### src/rtl/cla_pkg.sv
// Shared widths, result payload and 4-bit lookahead helper for the pipelined CLA subtractor.
package cla_pkg;

  localparam int unsigned CLA_WIDTH = 32;
  localparam int unsigned CLA_SPLIT = 16;
  localparam int unsigned BLK_W     = 16;

  typedef struct packed {
    logic [CLA_WIDTH-1:0] diff;
    logic                 borrow;
    logic                 ovf;
  } cla_result_t;

  // Carries c[0..4] of a 4-bit slice from generate/propagate and carry-in, fully expanded.
  function automatic logic [4:0] lookahead4(input logic [3:0] g, input logic [3:0] p,
                                            input logic c0);
    logic [4:0] c;
    c[0] = c0;
    c[1] = g[0] | (p[0] & c0);
    c[2] = g[1] | (p[1] & g[0]) | (p[1] & p[0] & c0);
    c[3] = g[2] | (p[2] & g[1]) | (p[2] & p[1] & g[0]) | (p[2] & p[1] & p[0] & c0);
    c[4] = g[3] | (p[3] & g[2]) | (p[3] & p[2] & g[1]) | (p[3] & p[2] & p[1] & g[0])
         | (p[3] & p[2] & p[1] & p[0] & c0);
    return c;
  endfunction

endpackage

### src/rtl/cla_block16.sv
// 16-bit combinational two-level carry-lookahead adder: four 4-bit groups under a group lookahead.
module cla_block16
  import cla_pkg::*;
(
  input  logic [BLK_W-1:0] a,
  input  logic [BLK_W-1:0] b,
  input  logic             cin,
  output logic [BLK_W-1:0] sum,
  output logic             cout
);

  logic [BLK_W-1:0] g;
  logic [BLK_W-1:0] p;
  logic [BLK_W-1:0] c;
  logic [3:0]       gg;
  logic [3:0]       gp;
  logic [4:0]       gc;
  logic [4:0]       lk;

  always_comb begin
    g  = a & b;
    p  = a ^ b;
    gg = '0;
    gp = '0;
    c  = '0;
    lk = '0;
    // Group generate/propagate, then carries into each group, then carries within groups
    for (int j = 0; j < 4; j++) begin
      lk    = lookahead4(g[4*j +: 4], p[4*j +: 4], 1'b0);
      gg[j] = lk[4];
      gp[j] = &p[4*j +: 4];
    end
    gc = lookahead4(gg, gp, cin);
    for (int j = 0; j < 4; j++) begin
      lk           = lookahead4(g[4*j +: 4], p[4*j +: 4], gc[j]);
      c[4*j +: 4]  = lk[3:0];
    end
    sum  = p ^ c;
    cout = gc[4];
  end

endmodule

### src/rtl/cla_sub_pipe32.sv
// Two-stage pipelined 32-bit subtractor (a + ~b + 1) with valid/ready on both sides.
// Optional signed-overflow output enabled by defining CLA_SUB_OVF_EN.
module cla_sub_pipe32
  import cla_pkg::*;
#(
  parameter int unsigned WIDTH = CLA_WIDTH,
  parameter int unsigned SPLIT = CLA_SPLIT
) (
  input  logic             clock,
  input  logic             reset,
  input  logic             in_valid,
  output logic             in_ready,
  input  logic [WIDTH-1:0] in_a,
  input  logic [WIDTH-1:0] in_b,
  output logic             out_valid,
  input  logic             out_ready,
  output logic [WIDTH-1:0] out_diff,
  output logic             out_borrow
`ifdef CLA_SUB_OVF_EN
  ,
  output logic             out_ovf
`endif
);

  localparam int unsigned HI_W = WIDTH - SPLIT;

  logic [SPLIT-1:0] nb_lo;
  logic [SPLIT-1:0] lo_sum;
  logic             lo_cout;
  logic [HI_W-1:0]  hi_sum;
  logic             hi_cout;

  logic             s1_valid_q, s1_valid_d;
  logic [SPLIT-1:0] s1_lo_q, s1_lo_d;
  logic             s1_c_q, s1_c_d;
  logic [HI_W-1:0]  s1_a_q, s1_a_d;
  logic [HI_W-1:0]  s1_nb_q, s1_nb_d;

  logic             s2_valid_q, s2_valid_d;
  cla_result_t      s2_res_q, s2_res_d;

  logic             s2_adv;
  logic             in_fire;

  assign nb_lo = ~in_b[SPLIT-1:0];

  cla_block16 u_lo (
    .a    (in_a[SPLIT-1:0]),
    .b    (nb_lo),
    .cin  (1'b1),
    .sum  (lo_sum),
    .cout (lo_cout)
  );

  cla_block16 u_hi (
    .a    (s1_a_q),
    .b    (s1_nb_q),
    .cin  (s1_c_q),
    .sum  (hi_sum),
    .cout (hi_cout)
  );

  // Handshake and next-state for both stages; S1 drains into S2 whenever S2 can take it.
  always_comb begin
    s2_adv     = !s2_valid_q || out_ready;
    in_ready   = !s1_valid_q || s2_adv;
    in_fire    = in_valid && in_ready;

    s1_valid_d = s1_valid_q;
    s1_lo_d    = s1_lo_q;
    s1_c_d     = s1_c_q;
    s1_a_d     = s1_a_q;
    s1_nb_d    = s1_nb_q;
    s2_valid_d = s2_valid_q;
    s2_res_d   = s2_res_q;

    if (in_fire) begin
      s1_valid_d = 1'b1;
      s1_lo_d    = lo_sum;
      s1_c_d     = lo_cout;
      s1_a_d     = in_a[WIDTH-1:SPLIT];
      s1_nb_d    = ~in_b[WIDTH-1:SPLIT];
    end else if (s2_adv) begin
      s1_valid_d = 1'b0;
    end

    if (s2_adv) begin
      s2_valid_d = s1_valid_q;
      if (s1_valid_q) begin
        s2_res_d.diff   = {hi_sum, s1_lo_q};
        s2_res_d.borrow = ~hi_cout;
`ifdef CLA_SUB_OVF_EN
        // Operand signs agree in a + ~b and the result sign differs from a
        s2_res_d.ovf    = (s1_a_q[HI_W-1] == s1_nb_q[HI_W-1]) &&
                          (hi_sum[HI_W-1] != s1_a_q[HI_W-1]);
`else
        s2_res_d.ovf    = 1'b0;
`endif
      end
    end
  end

  always_ff @(posedge clock or negedge reset) begin
    if (!reset) begin
      s1_valid_q <= 1'b0;
      s1_lo_q    <= '0;
      s1_c_q     <= 1'b0;
      s1_a_q     <= '0;
      s1_nb_q    <= '0;
      s2_valid_q <= 1'b0;
      s2_res_q   <= '0;
    end else begin
      s1_valid_q <= s1_valid_d;
      s1_lo_q    <= s1_lo_d;
      s1_c_q     <= s1_c_d;
      s1_a_q     <= s1_a_d;
      s1_nb_q    <= s1_nb_d;
      s2_valid_q <= s2_valid_d;
      s2_res_q   <= s2_res_d;
    end
  end

  assign out_valid  = s2_valid_q;
  assign out_diff   = s2_res_q.diff;
  assign out_borrow = s2_res_q.borrow;
`ifdef CLA_SUB_OVF_EN
  assign out_ovf    = s2_res_q.ovf;
`endif

endmodule

### config.mk
export PLATFORM = sky130hd
export DESIGN_NAME = cla_sub_pipe32
export DESIGN_NICKNAME = d
export VERILOG_FILES = /design/src/rtl/cla_pkg.sv /design/src/rtl/cla_block16.sv /design/src/rtl/cla_sub_pipe32.sv
export SDC_FILE = /design/constraint.sdc
export NUM_CORES = 1
export LEC_CHECK = 0
export CAP_MARGIN = 20
export CORE_ASPECT_RATIO = 1.75
export CORE_MARGIN = 1
export CORE_UTILIZATION = 50
export DETAILED_ROUTE_END_ITERATION = 10
export PLACE_DENSITY_LB_ADDON = 0.1
export SYNTH_ARGS = -nofsm -noshare
export SYNTH_HDL_FRONTEND = slang
export SYNTH_SLANG_ARGS = --single-unit
### constraint.sdc
create_clock -name clock -period 2.56 [get_ports clock]
set_input_delay 0.512 -clock clock [delete_from_list [all_inputs] [get_ports clock]]
set_output_delay 0.512 -clock clock [all_outputs]
set_load 0.05 [all_outputs]
Yosys cells after proc, flatten, opt, wreduce, memory -nomap -nowiden
Cells that the tools add are included.
Operators by class
  mux-type cells: 2
  bitwise logic cells: 238
  reduce and logical (&&, ||, !) cells: 15
Operators by type and width (count)
  AND 1 bit: 137
  OR 1 bit: 92
  XOR 16 bit: 4
  AND 16 bit: 2
  NOT 16 bit: 2
  AND reduction 4 bit: 8
  zero test 1 bit: 2
  logical OR 1 bit: 2
  two-way mux 1 bit: 2
  AND reduction 2 bit: 1
  nonzero test 2 bit: 1
  logical AND 1 bit: 1
  NOT 1 bit: 1
Storage, ports and cells
  logic and storage cells: 263
  output and inout bits: 35
  flip-flop bits (word level): 84
  input bits: 68

Logic depth before layout (Yosys ltp)
  depth after elaboration: 13
  gate-level depth with buffers: 10
  mapped depth without buffers: 10

Modules after synthesis
A second synthesis with hierarchy kept.
Unflattened totals
  cell total of the unflattened synthesis: 392
  area, all modules: 4755.8 um2
Modules (own cells, without submodules)
  cla_sub_pipe32: cells each 214, times used 1, area an instance 3284.4 um2
  cla_block16: cells each 89, times used 2, area an instance 735.7 um2

Least setup slack after synthesis
No wires, ideal clock.
  path kind: input -> register
  start: input in_a[0]
  end: register s1_lo_q[8]
  stages on the path: 9
  library setup time: 83 ps
  arrival time: 2299 ps
  slack: 179 ps
  path through: inv_1 > ha_1 > o211ai_2 > nand2_2 > a311oi_2 > and2b_1 > nor2_1 > fa_1 > o21ai_0
Between the ends
  longest elaborated chain between the ends: 7
  elaborated cells on any way between the ends: 10
Ends and longest elaborated chain
  start: declaration: RTL line cla_sub_pipe32.sv:13  | input logic [WIDTH-1:0] in_a,
  AND 16 bit: RTL line cla_block16.sv:21  | g = a & b;
  AND 1 bit: RTL line cla_pkg.sv:22  | c[4] = g[3] | (p[3] & g[2]) | (p[3] & p[2] & g[1]) | (p[3] & p[2] & p[1] & g[0])
  OR 1 bit: RTL line cla_pkg.sv:22
  AND 1 bit: RTL line cla_pkg.sv:20  | c[2] = g[1] | (p[1] & g[0]) | (p[1] & p[0] & c0);
  OR 1 bit: RTL line cla_pkg.sv:20
  OR 1 bit *: RTL line cla_pkg.sv:20
  XOR 16 bit *: RTL line cla_block16.sv:38  | sum = p ^ c;
  end signal: assignment: RTL line cla_sub_pipe32.sv:114  | s1_lo_q <= s1_lo_d;
  end: declaration: RTL line cla_sub_pipe32.sv:34  | logic [SPLIT-1:0] s1_lo_q, s1_lo_d;
Mark *: on every way between the ends. The rest lies on a longest branch, timed or not.
A chain may end at the register's enable or synchronous reset.

Worst setup path in the final report
  start: register s1_a_q[0]
  end: register s2_res_q, in the netlist out_diff[24]
Between the ends
  longest elaborated chain between the ends: 7
  elaborated cells on any way between the ends: 11
Ends and longest elaborated chain
  start: declaration: RTL line cla_sub_pipe32.sv:36  | logic [HI_W-1:0] s1_a_q, s1_a_d;
  start signal: assignment: RTL line cla_sub_pipe32.sv:108  | s1_a_q <= '0;
  start signal: assignment: RTL line cla_sub_pipe32.sv:116  | s1_a_q <= s1_a_d;
  AND 16 bit: RTL line cla_block16.sv:21
  AND 1 bit: RTL line cla_pkg.sv:22
  OR 1 bit: RTL line cla_pkg.sv:22
  AND 1 bit: RTL line cla_pkg.sv:20
  OR 1 bit: RTL line cla_pkg.sv:20
  OR 1 bit *: RTL line cla_pkg.sv:20
  XOR 16 bit *: RTL line cla_block16.sv:38
  net hi_sum[8]: RTL line cla_sub_pipe32.sv:30  | logic [HI_W-1:0] hi_sum;
  end signal: assignment: RTL line cla_sub_pipe32.sv:119  | s2_res_q <= s2_res_d;
  end: declaration: RTL line cla_sub_pipe32.sv:40  | cla_result_t s2_res_q, s2_res_d;
Mark *: on every way through the listed nets, which the timed path passes. The rest lies on a longest branch.

==> reports/metrics.csv <==
metric,value,unit
Die W,73.0,um
post-synthesis sequential area ratio,47.7,%
total number of vias,3508,
cell with the most instances after synthesis,nand2_1,
grt total ovfl,0,
multi-input logic area,0.00222,mm2
largest net degree at the start of global routing,48,
DP Area,0.00580,mm2
CTS Buf Count,9,
syn nets,547,
largest area contributor in the netlist,dfrtp_1,
FF-to-FF path depth,8,
initial antenna violation count,1,
pwr/cell area,871,mW/mm2
worst rel slew slack,63.1,%
area delta synth->final,40.1,%
actual slew at the worst max-slew pin,0.552,ns
Fill cells,721,
DRC viols,2,
violated checks,design-rule violations,
Post-synth EDFFs,0,
first drt pass iteration count,7,
hold crit path type,primary input to asynchronous set/reset pin,
"Async S/R FF share, synth",100,%
Commonest cells post-synth,"nand2_1 (102), dfrtp_1 (84), o21ai_0 (44), ha_1 (33), inv_1 (28)",
Worst setup SP type,flop,
count of buffers from port buffering,102,
post-DR vias/cell,5.08,
Synth Cell Area,0.00441,mm2
# H-tree levels,3,
fin crit share,96.1,%
worst path required time,2.79,ns
total clock sinks,84,
Worst VDD drop,450,uV
Final Cell Area,0.00617,mm2
LEAKAGE,2.91,nW
max-cap check violation count,0,
WP data arrival,2.69,ns
die height,126,um
TNS Setup,0,ns
DRT iter0 DRCs,115,
area share of the largest cell type after synthesis,47.7,%
Clock Latency Late Sink,0.34,ns
Ports,103,
Final Max Tran Viols,0,
Initial Utilization,51.1,%
yosys warns,0,
Total GRT Usage,23.4,%
Root Buffer,clkbuf_16,
nets@finish,676,
postcts setup bufs,0,
Layout Cells excl Fill,690,
status,finished with violations,
fmax,406,MHz
setup ws final,0.0999,ns
ANT nets after route,0,
DPL Wire Length,7320,um
synth top area cells,"dfrtp_1 (48%), ha_1 (9.4%), nand2_1 (8.7%), o21ai_0 (5.0%), mux2_2 (4.9%)",
cell count after placement,674,
fraction of layout cells with a size suffix above 1,15.4,%
cell count after synthesis,439,
final setup violation count,0,
WL final,9750,um
Synth cell types,45,
Final min period,2.46,ns
hold-fix buffers at CTS,0,
vias in the first global route,3598,
drt wl/cell,14.1,um
clock transition at the registers of the reported paths,0.06,ns
ys flop type,dfrtp_1,
die area,0.00921,mm2
final hold vios,0,
dpl ws,-0.483,ns
Core Box Area,0.00861,mm2
clk_skew,0.00786,ns
nature of the critical path endpoint,flop,
"FF+latch count, synth",84,
Rows,45,
global-route wire length before repair,16200,um
register area,0.00210,mm2
Clock Path Buffers,2,
CTS tree,yes,
placer congestion estimate,0.767,
CP max FO,3,
CP Class,flop to flop,
RSZ-0062 raised after global routing,no,
syn avg cell area,10.0,um2
cells by family (layout without fill, tap and decap cells):
logic type | count (synthesis) | in the layout | synth area share (%)
AO/OA/AOI/OAI | 98 | 98 | 14.3
AND/OR/NAND/NOR | 135 | 135 | 13.0
other | 0 | 1 | 0
buffers and inverters | 44 | 177 | 3.75
multiplexers | 19 | 19 | 4.86
flip-flops | 84 | 84 | 47.7
adder cells (fa/ha/maj) | 40 | 40 | 12.6
XOR/XNOR | 19 | 19 | 3.78
where the power goes:
part / switching [mW] / internal [mW] / total [mW]
clock: 0.489 / 0.776 / 1.27
combinational: 1.34 / 0.919 / 2.26
sequential: 0.194 / 1.66 / 1.85
total: 2.02 / 3.35 / 5.37
stage by stage:
step	hold WS, ns	util [%]	power [mW]
floorplan	0.216	-	3.27
global placement	0.458	67.4	4.07
detailed placement	0.467	67.4	4.12
CTS	0.125	71.1	5.40
global route	0.146	71.6	5.65
finish	0.115	71.6	5.37
worst max-delay path: stages (launching register included):
cell	delay [ns]
dfrtp_1	0.38
ha_1	0.31
a211oi_1	0.35
o2111ai_1	0.21
a21boi_0	0.21
buf_4	0.16
inv_1	0.05
fa_1	0.42
mux2_2	0.26
sequential cells by signal, indices dropped and copies added (netlist names):
register,flops
out_valid,1
s1_a_q,16
s1_lo_q,16
s1_c_q,1
s1_nb_q,16
s1_valid_q,1
out_diff,32
out_borrow,1
cell type report:
type / instances / area share (%)
Multi-Input combinational cell: 311 / 36.0
Antenna cell: 1 / 0.0405
Tap cell: 117 / 2.37
Timing Repair Buffer: 134 / 21.2
Inverter: 28 / 1.70
Sequential cell: 84 / 34.1
Clock inverter: 2 / 0.568
Clock buffer: 13 / 4.05
path summary, 6_finish.rpt:
path / startpoint / end / slack [ns]
max in group asynchronous: reset / s1_a_q[1] / 1.85
max: s1_a_q[0] / out_diff[24] / 0.1
min in group clock: s1_lo_q[3] / s1_lo_q[3] / 0.48
min: reset / s1_nb_q[15] / 0.11
min reg2reg: s1_lo_q[3] / s1_lo_q[3] / 0.48
max reg2reg: s1_a_q[0] / out_diff[24] / 0.1
metal layers:
layer	wire length, um	up-vias	track usage [%]
met5	0	-	0
met4	300	0	12.3
met3	337	20	4.40
met2	5450	78	41.4
met1	3660	1661	25.8
li1	-	1749	-
what timing repair did:
action	4_1_cts	5_1_grt
setup endpoints to repair	4	6
pin swaps	1	3
resized for setup	5	10
gates cloned	0	0
layout by cell type (no fill, tap or decap), types with 4 or more instances in the layout:
cell / count
nand2_1: 100
fa_1: 7
mux2_2: 19
a21oi_1: 15
inv_1: 27
dfrtp_1: 84
ha_1: 30
buf_12: 4
clkdlybuf4s50_1: 98
a211oi_1: 4
o21ai_0: 42
nand3_1: 7
a21o_1: 7
nand2_2: 4
buf_4: 30
nor2_1: 4
xnor2_1: 11
xor2_1: 8
clkbuf_16: 9
nand2b_1: 6
Note: power is estimated with default switching activity, not from simulation.
